===== src/rtl/div_pkg.sv =====
// -----------------------------------------------------------------------------
// div_pkg
// Shared definitions for the sequential restoring divider:
//   - div_state_t       : controller state encoding (IDLE / RUN / DONE)
//   - DIV_WIDTH_DEFAULT : default operand/result width
//   - cnt_width()       : width of the iteration counter, clog2(width+1),
//                         so the counter can hold the value WIDTH itself
// -----------------------------------------------------------------------------
package div_pkg;

    typedef enum logic [1:0] {
        IDLE = 2'd0,
        RUN  = 2'd1,
        DONE = 2'd2
    } div_state_t;

    localparam int DIV_WIDTH_DEFAULT = 8;

    function automatic int cnt_width(input int width);
        return $clog2(width + 1);
    endfunction

endpackage


===== src/rtl/div_step.sv =====
// -----------------------------------------------------------------------------
// div_step
// One restoring-division iteration (purely combinational):
// the partial remainder is shifted left by one, the next dividend bit enters
// at the LSB, the divisor is trial-subtracted, and the difference is kept only
// when it does not borrow. The quotient bit is the inverted borrow.
//
// Ports:
//   part_rem  in  WIDTH  partial remainder from the previous iteration
//   dvd_bit   in  1      next dividend bit (MSB first)
//   divisor   in  WIDTH  divisor magnitude
//   next_rem  out WIDTH  partial remainder after this iteration
//   q_bit     out 1      quotient bit produced by this iteration
// -----------------------------------------------------------------------------
module div_step #(
    parameter int WIDTH = 8
) (
    input  logic [WIDTH-1:0] part_rem,
    input  logic             dvd_bit,
    input  logic [WIDTH-1:0] divisor,
    output logic [WIDTH-1:0] next_rem,
    output logic             q_bit
);

    logic [WIDTH:0]   shifted_s;
    logic [WIDTH+1:0] trial_s;

    // Shift, trial subtract and restore-or-keep selection.
    always_comb begin
        shifted_s = {part_rem, dvd_bit};
        // One extra MSB so the borrow of the trial subtraction is visible.
        trial_s   = {1'b0, shifted_s} - {2'b00, divisor};
        if (trial_s[WIDTH+1]) begin
            q_bit    = 1'b0;
            next_rem = shifted_s[WIDTH-1:0];
        end else begin
            q_bit    = 1'b1;
            next_rem = trial_s[WIDTH-1:0];
        end
    end

endmodule


===== src/rtl/nbit_seq_divider.sv =====
// -----------------------------------------------------------------------------
// nbit_seq_divider
// Sequential restoring divider, one quotient bit per clock, MSB first.
// A start is accepted while not busy (IDLE or DONE); WIDTH iterations later the
// results are registered and o_done pulses for one cycle. A zero divisor
// bypasses the iterations: one pass through RUN, then DONE with o_dbz=1,
// Quo=all ones and Rem=Q.
//
// Build option:
//   NBIT_DIV_SIGNED_EN  when defined, i_signed selects two's-complement mode
//                       (magnitude division, quotient truncated toward zero,
//                       remainder takes the sign of Q). When undefined every
//                       operation is unsigned and no negation logic exists.
//
// Ports:
//   i_clk     in  1      clock, rising edge
//   i_rst_n   in  1      synchronous active-low reset
//   i_start   in  1      begin a division (ignored while busy)
//   i_signed  in  1      two's-complement mode select, sampled with i_start
//   Q         in  WIDTH  dividend, sampled with i_start
//   M         in  WIDTH  divisor, sampled with i_start
//   o_busy    out 1      high while in RUN
//   o_done    out 1      one-cycle pulse when results are updated
//   Quo       out WIDTH  quotient, held until the next completion
//   Rem       out WIDTH  remainder, held until the next completion
//   o_dbz     out 1      divide-by-zero flag, held with the results
// -----------------------------------------------------------------------------
module nbit_seq_divider
    import div_pkg::*;
#(
    parameter int WIDTH = DIV_WIDTH_DEFAULT
) (
    input  logic             i_clk,
    input  logic             i_rst_n,
    input  logic             i_start,
    input  logic             i_signed,
    input  logic [WIDTH-1:0] Q,
    input  logic [WIDTH-1:0] M,
    output logic             o_busy,
    output logic             o_done,
    output logic [WIDTH-1:0] Quo,
    output logic [WIDTH-1:0] Rem,
    output logic             o_dbz
);

    localparam int CW = cnt_width(WIDTH);

    div_state_t       state_r;
    logic [WIDTH-1:0] dvd_r;      // dividend bits shift out, quotient bits shift in
    logic [WIDTH-1:0] dvs_r;      // divisor magnitude
    logic [WIDTH-1:0] part_rem_r; // running partial remainder
    logic [CW-1:0]    cnt_r;      // iterations still to perform
    logic             dbz_pend_r; // current RUN pass is a divide-by-zero bypass
    logic             busy_r;
    logic             done_r;
    logic             dbz_r;
    logic [WIDTH-1:0] quo_r;
    logic [WIDTH-1:0] rem_r;

    logic [WIDTH-1:0] q_mag_s;
    logic [WIDTH-1:0] m_mag_s;
    logic             m_zero_s;
    logic [WIDTH-1:0] step_rem_s;
    logic             step_qbit_s;
    logic [WIDTH-1:0] quo_raw_s;
    logic [WIDTH-1:0] quo_fin_s;
    logic [WIDTH-1:0] rem_fin_s;

    assign m_zero_s = (M == {WIDTH{1'b0}});

    div_step #(
        .WIDTH(WIDTH)
    ) u_div_step (
        .part_rem (part_rem_r),
        .dvd_bit  (dvd_r[WIDTH-1]),
        .divisor  (dvs_r),
        .next_rem (step_rem_s),
        .q_bit    (step_qbit_s)
    );

    // Quotient including the bit produced in the final iteration.
    assign quo_raw_s = {dvd_r[WIDTH-2:0], step_qbit_s};

`ifdef NBIT_DIV_SIGNED_EN
    logic q_neg_s;
    logic m_neg_s;
    logic neg_quo_r;
    logic neg_rem_r;

    // Operand signs and magnitudes; the most negative value maps to its own
    // bit pattern, which read as unsigned is the correct magnitude.
    always_comb begin
        q_neg_s = i_signed & Q[WIDTH-1];
        m_neg_s = i_signed & M[WIDTH-1];
        if (q_neg_s) begin
            q_mag_s = ~Q + WIDTH'(1);
        end else begin
            q_mag_s = Q;
        end
        if (m_neg_s) begin
            m_mag_s = ~M + WIDTH'(1);
        end else begin
            m_mag_s = M;
        end
    end

    // Sign correction of the final results (quotient wraps for MIN / -1).
    always_comb begin
        if (neg_quo_r) begin
            quo_fin_s = ~quo_raw_s + WIDTH'(1);
        end else begin
            quo_fin_s = quo_raw_s;
        end
        if (neg_rem_r) begin
            rem_fin_s = ~step_rem_s + WIDTH'(1);
        end else begin
            rem_fin_s = step_rem_s;
        end
    end

    // Result sign flags captured with the operands.
    always_ff @(posedge i_clk) begin
        if (!i_rst_n) begin
            neg_quo_r <= 1'b0;
            neg_rem_r <= 1'b0;
        end else if ((state_r != RUN) && i_start) begin
            neg_quo_r <= q_neg_s ^ m_neg_s;
            neg_rem_r <= q_neg_s;
        end
    end
`else
    logic unused_signed_s;
    assign unused_signed_s = i_signed;

    // Unsigned-only build: operands and results pass straight through.
    always_comb begin
        q_mag_s   = Q;
        m_mag_s   = M;
        quo_fin_s = quo_raw_s;
        rem_fin_s = step_rem_s;
    end
`endif

    // Controller FSM, iteration datapath and registered outputs.
    always_ff @(posedge i_clk) begin
        if (!i_rst_n) begin
            state_r    <= IDLE;
            dvd_r      <= {WIDTH{1'b0}};
            dvs_r      <= {WIDTH{1'b0}};
            part_rem_r <= {WIDTH{1'b0}};
            cnt_r      <= {CW{1'b0}};
            dbz_pend_r <= 1'b0;
            busy_r     <= 1'b0;
            done_r     <= 1'b0;
            dbz_r      <= 1'b0;
            quo_r      <= {WIDTH{1'b0}};
            rem_r      <= {WIDTH{1'b0}};
        end else begin
            done_r <= 1'b0;
            case (state_r)
                IDLE, DONE: begin
                    if (i_start) begin
                        // A zero divisor keeps raw Q so it can be returned as Rem.
                        dvd_r      <= m_zero_s ? Q : q_mag_s;
                        dvs_r      <= m_mag_s;
                        part_rem_r <= {WIDTH{1'b0}};
                        cnt_r      <= CW'(WIDTH);
                        dbz_pend_r <= m_zero_s;
                        busy_r     <= 1'b1;
                        state_r    <= RUN;
                    end
                end
                RUN: begin
                    if (dbz_pend_r) begin
                        dbz_pend_r <= 1'b0;
                        busy_r     <= 1'b0;
                        done_r     <= 1'b1;
                        dbz_r      <= 1'b1;
                        quo_r      <= {WIDTH{1'b1}};
                        rem_r      <= dvd_r;
                        state_r    <= DONE;
                    end else begin
                        part_rem_r <= step_rem_s;
                        dvd_r      <= quo_raw_s;
                        cnt_r      <= cnt_r - CW'(1);
                        if (cnt_r == CW'(1)) begin
                            busy_r  <= 1'b0;
                            done_r  <= 1'b1;
                            dbz_r   <= 1'b0;
                            quo_r   <= quo_fin_s;
                            rem_r   <= rem_fin_s;
                            state_r <= DONE;
                        end
                    end
                end
                default: begin
                    busy_r  <= 1'b0;
                    state_r <= IDLE;
                end
            endcase
        end
    end

    assign o_busy = busy_r;
    assign o_done = done_r;
    assign o_dbz  = dbz_r;
    assign Quo    = quo_r;
    assign Rem    = rem_r;

endmodule


===== config.mk =====
export PLATFORM = sky130hd
export DESIGN_NAME = nbit_seq_divider
export DESIGN_NICKNAME = d
export VERILOG_FILES = /design/src/rtl/div_pkg.sv /design/src/rtl/div_step.sv /design/src/rtl/nbit_seq_divider.sv
export SDC_FILE = /design/constraint.sdc
export NUM_CORES = 1
export LEC_CHECK = 0
export ABC_CLOCK_PERIOD_IN_PS = 2500
export CORE_MARGIN = 4
export CORE_UTILIZATION = 53
export DETAILED_ROUTE_END_ITERATION = 10
export PLACE_DENSITY = 0.79
export SYNTH_ARGS = -nofsm -noshare
export SYNTH_HDL_FRONTEND = slang
export SYNTH_SLANG_ARGS = --single-unit
export TNS_END_PERCENT = 20

===== constraint.sdc =====
create_clock -name i_clk -period 2.5 [get_ports i_clk]
set_input_delay 0.375 -clock i_clk [delete_from_list [all_inputs] [get_ports i_clk]]
set_output_delay 0.375 -clock i_clk [all_outputs]
set_load 0.05 [all_outputs]

# After elaboration in Yosys (flattened, before gate mapping)
# Cells that the tools add are included.
[totals]
register_bits = 50
word_cells = 58
[classes]
n_addsub = 2
eq_ne = 6
mux = 28
reduce_logical = 11
[ops]
columns = ["cell", "count"]
rows = [
  ["$mux 8", 9],
  ["$pmux 8 s2", 2],
  ["$reduce_and 2->1", 5],
  ["$sub 9x8->10", 1],
  ["$logic_not 8->1", 1],
  ["$mux 1", 8],
  ["$mux 4", 2],
  ["$pmux 4 s2", 1],
  ["$mux 2", 3],
  ["$eq 4x1->1 const B", 1],
  ["$ne 2x2->1 const B", 2],
  ["$pmux 1 s2", 2],
  ["$pmux 2 s2", 1],
  ["$reduce_bool 2->1", 2],
  ["$sub 4x1->4 const B", 1],
  ["$ne 3x3->1 const B", 1],
  ["$reduce_and 3->1", 1],
  ["$eq 2x1->1 const B", 1],
  ["$eq 2x2->1 const B", 1],
  ["$logic_not 2->1", 1],
  ["$reduce_or 2->1", 1],
]

# Depth between registers and ports, before layout
[depth]
word_depth = 4
depth_mapped = 10
ltp_nobuf = 10

# By module
# From an unflattened synthesis, not the netlist that was laid out.
[unflattened]
hier_cells = 313
hier_area_um2 = 2665.1
[by_module_without_submodules]
columns = ["mod", "n_inst", "cells_each", "area_per_inst_um2", "seq_area_each_um2"]
rows = [
  ["nbit_seq_divider", 1, 253, 2168.3, 1001.0],
  ["div_step", 1, 60, 496.7, 0.0],
]

# Worst setup path before layout
# Ideal clock, no wire load.
[synth_timing]
kind = "register -> register"
startpoint = "register dvd_r[7]"
endpoint = "register rem_r[6], in the netlist Rem[6]"
setup_ps = 101
arrival_ps = 1762
required_time_ps = 2399
slack_ps = 637
stages_incl_launch_ff = 11
synth_period_minus_slack_ps = 1863
cell_sequence = "dfxtp_1 inv_1 ha_1 inv_1 fa_1 nand3_1 nand2_1 a21o_1 a21oi_1 xor2_1 o41ai_1"
[synth_between]
elab_chain_cells = 4
[synth_lines]
columns = ["item", "line", "source"]
rows = [
  ["from (decl)", "nbit_seq_divider.sv:49", "logic [WIDTH-1:0] dvd_r;"],
  ["from (signal assigned)", "nbit_seq_divider.sv:148", "dvd_r <= {WIDTH{1'b0}};"],
  ["from (signal assigned)", "nbit_seq_divider.sv:164", "dvd_r <= m_zero_s ? Q : q_mag_s;"],
  ["from (signal assigned)", "nbit_seq_divider.sv:184", "dvd_r <= quo_raw_s;"],
  ["$sub 9x8->10", "div_step.sv:32", "trial_s = {1'b0, shifted_s} - {2'b00, divisor};"],
  ["$mux 8", "div_step.sv:33", "if (trial_s[WIDTH+1]) begin"],
  ["$mux 8", "nbit_seq_divider.sv:186", "if (cnt_r == CW'(1)) begin"],
  ["$mux 8", "nbit_seq_divider.sv:174", "if (dbz_pend_r) begin"],
  ["to (signal assigned)", "nbit_seq_divider.sv:157", "rem_r <= {WIDTH{1'b0}};"],
  ["to (signal assigned)", "nbit_seq_divider.sv:180", "rem_r <= dvd_r;"],
  ["to (signal assigned)", "nbit_seq_divider.sv:191", "rem_r <= rem_fin_s;"],
  ["to (decl)", "nbit_seq_divider.sv:58", "logic [WIDTH-1:0] rem_r;"],
]
# Every way passes these cells. The select of a mux whose other input is x is not followed.
# A chain may end at the register's enable or synchronous reset.

# Worst setup path in the final report
# Same ends and word-level chain as after synthesis.

==> key figures <==
GRT
  • First-pass GRT wire length: 9.86 mm
  • GR peak layer: met2
  • Initial antenna violation count: 0
  • Largest net degree at the start of global routing: 23
  • Met1 usage: 0.258
  • Tot GR Track Use: 0.203
  • Met2 Track Usage GR: 0.335
  • Grt ovf: 0
  • Met3 Usage GRT: 0.0473
  • Vias in the first global route: between 2000 and 2500

Hold path
  • Min-delay worst type: reg -> reg
  • Hold depth: 2

Finish
  • Leading cell types in the layout, fill and taps excluded: dfxtp_1 (50), nand2_1 (43), clkdlybuf4s50_1 (37)
  • P&R area growth vs syn: 21.0%
  • Fill cell count: ~380
  • Core Util, Final: 0.674
  • Share of layout cells above drive strength 1: 0.103
  • Antenna Cells: 0
  • Final Cell Area: ~0.003 mm2
  • Total Nets Final: between 300 and 400
  • Most common cell after layout, fill and taps aside: dfxtp_1

STA
  • Tcrit/Tclk final: 0.846
  • Final Hold Viols: 0
  • Worst Tran Pin Value: about 0.69 ns
  • Max Freq: about 470 MHz
  • Min Tclk post-route: 2.11 ns
  • Final Setup Violations: 0
  • Clock Skew: between 0.009 and 0.01 ns
  • Slew Limit Fails: 0
  • Min Hold Slack: ~0.46 ns
  • RSZ-0062 raised after global routing: false
  • Relative slew slack: 0.537
  • Setup TNS: 0 ns

Critical path
  • Worst path slowest cell: fa_1
  • Crit path arrival time: around 2.3 ns
  • WP data required: approximately 2.7 ns
  • Setup crit end kind: flip-flop
  • Cell repeated most along the worst path: inv_1
  • Crit-path max cell delay: between 0.3 and 0.4 ns
  • Critical Path Source Type: flip-flop
  • Worst setup path class: reg -> reg
  • Cell count of the worst reg-to-reg path: 10
  • Crit-path cells: inv_1 > ha_1 > inv_1 > fa_1 > nand3_1 > nand2_1 > a21o_1 > a21oi_1 > xor2_1 > o41ai_1
  • CP Max Fanout: 3

Logic synthesis
  • Ys flop type: dfxtp_1
  • Yosys reg bits: 50
  • Synth area leader: dfxtp_1
  • Syn nets: roughly 330
  • Synth unique cells: 55
  • Mapped cell area: 0.00248 mm2
  • Area share of the largest cell type after synthesis: 0.404
  • Area contributors post-synth: dfxtp_1 (40%), nand2_1 (6.5%), a21oi_1 (5.5%)
  • Synth warn: 0
  • Post-synth EDFFs: 0
  • Instance count of the mapped netlist: about 300
  • Post-synthesis sequential area ratio: 0.404
  • Share of async-settable or async-resettable flops after synthesis: 0
  • Mean area per synthesized cell: ~8.4 um2

CTS
  • TritonCTS clock tree: yes
  • Reg clk slew, reported paths: about 0.1 ns
  • Clock Path Buffers: 2
  • Hold buffer count at cts: 0
  • TritonCTS Buffers: 5
  • Clock sink total: 50
  • H-tree depth: 2
  • Post_cts resized: 0
  • Post-CTS setup buffer count: 0
  • Clock latency on the worst-skew pair: just over 0.3 ns
  • Root Driver: clkbuf_8

Detailed routing
  • Initial drt markers: 188
  • Routed Antenna Nets: 0
  • Post-route DRC: 0
  • First-pass detailed-route iteration total: 4
  • Routed length per placed instance: between 10 and 15 um
  • WL final: 5.66 mm
  • Via Count: approximately 2200
  • Vias/cell: 5.73

Floorplanning
  • FP Rows: 24
  • Die width: 76.4 um
  • Die H: roughly 76 um
  • I/O Pins: 39
  • Starting Density: 0.557
  • CORE AREA: approximately 0.0044 mm2
  • Die Area: between 0.005 and 0.006 mm2

Power and ir drop
  • Sw frac: 0.334
  • Power density over the cells: roughly 660 mW/mm2
  • Static Leakage: around 1.1 nW
  • Switching power: 657 uW
  • Peak VDD IR: 0.356 mV
  • Clock Power Share: 0.263
  • Int Power: ~1.3 mW
  • Flop pwr share: 0.454
  • Combinational Power Share: 0.283

Place
  • Hpwl dp: between 4 and 5 mm
  • Global placer's final weighted congestion: 0.870
  • Number of I/O port buffers: 37
  • DP Area: 0.00290 mm2

Status
  • Status: complete, no violations

Job
  • # Max-Cap Violations: 0
[power groups by stage]
| stage | Sequential, mW | Clock, mW | Combinational (mW) |
|---|---|---|---|
| after CTS | 0.892 | 0.528 | 0.556 |
| after global placement | 0.909 | 0 | 0.538 |
| after global routing | 0.901 | 0.566 | 0.609 |
| after floorplan | 0.925 | 0 | 0.398 |
| after detailed placement | 0.911 | 0 | 0.551 |
| final | 0.893 | 0.517 | 0.556 |
[stage by stage]
| step | std cells | total power [mW] | setup slack (ns) |
|---|---|---|---|
| floorplan | 294 | 1.32 | 0.637 |
| global placement | 373 | 1.45 | 0.465 |
| detailed placement | 373 | 1.46 | 0.421 |
| CTS | 381 | 1.98 | 0.377 |
| global route | 381 | 2.08 | 0.250 |
| finish | 381 | 1.97 | 0.386 |
[per-layer routing]
layer	up-vias	part of all wire
li1	1101	-
met1	1033	0.46
met2	37	0.48
met5	-	0
met3	13	0.037
met4	0	0.020
[critical path: cells and delay by family (launching register included)]
| family | cells | cell delay (ns) |
|---|---|---|
| adders and majority gates | 2 | 0.57 |
| xor gates and xnor gates | 1 | 0.11 |
| AOI/OAI and AO/OA | 3 | 0.66 |
| DFF | 1 | 0.34 |
| and+or+nand+nor | 2 | 0.18 |
| buffers and inverters | 2 | 0.16 |
[state kept, by name, summed over array words and instances (netlist names)]
register and cells:
Rem 8, cnt_r 4, dvd_r 8, o_busy 1, dvs_r 8, part_rem_r 8, dbz_pend_r 1, o_done 1
Quo 8, state_r 2, o_dbz 1
[Yosys cell counts, types with 3 or more instances]
cell and n:
nand3_1 4, a221oi_1 6, a22oi_1 3, xor2_1 5
nand2_1 43, a311oi_1 7, o21ai_0 5, mux2i_1 4
clkbuf_1 10, ha_1 10, a211oi_2 3, o21ai_1 5
a211oi_1 4, nor3_1 13, buf_4 3, nor2_1 35
a21o_1 3, a21oi_1 27, inv_1 13, dfxtp_1 50
[layout make-up]
| class | instances | area, um2 | share of cell area |
|---|---|---|---|
| Multi-Input combinational cell | 214 | 1350 | 0.451 |
| Sequential cell | 50 | 1000 | 0.334 |
| Timing Repair Buffer | 43 | 428 | 0.143 |
| Clock buffer | 6 | 82.6 | 0.0276 |
| Tap cell | 52 | 65.1 | 0.0217 |
| Inverter | 14 | 52.6 | 0.0175 |
| Clock inverter | 2 | 17.5 | 0.00585 |
[cells by family after synthesis]
group	synth area share
AOI/OAI and AO/OA	0.226
buffers and inverters	0.0510
and+or+nand+nor	0.209
DFF	0.404
adders and majority gates	0.0586
muxes	0.0268
xor gates and xnor gates	0.0247
[worst paths after layout]
kind	slack, ns	endpoint	from
worst max-delay path	0.39	Rem[6]	dvd_r[7]
worst min-delay path	0.46	dvs_r[5]	dvs_r[5]
worst max register to register	0.39	Rem[6]	dvd_r[7]
worst min register to register	0.46	dvs_r[5]	dvs_r[5]
(Power assumes the default switching activity.)
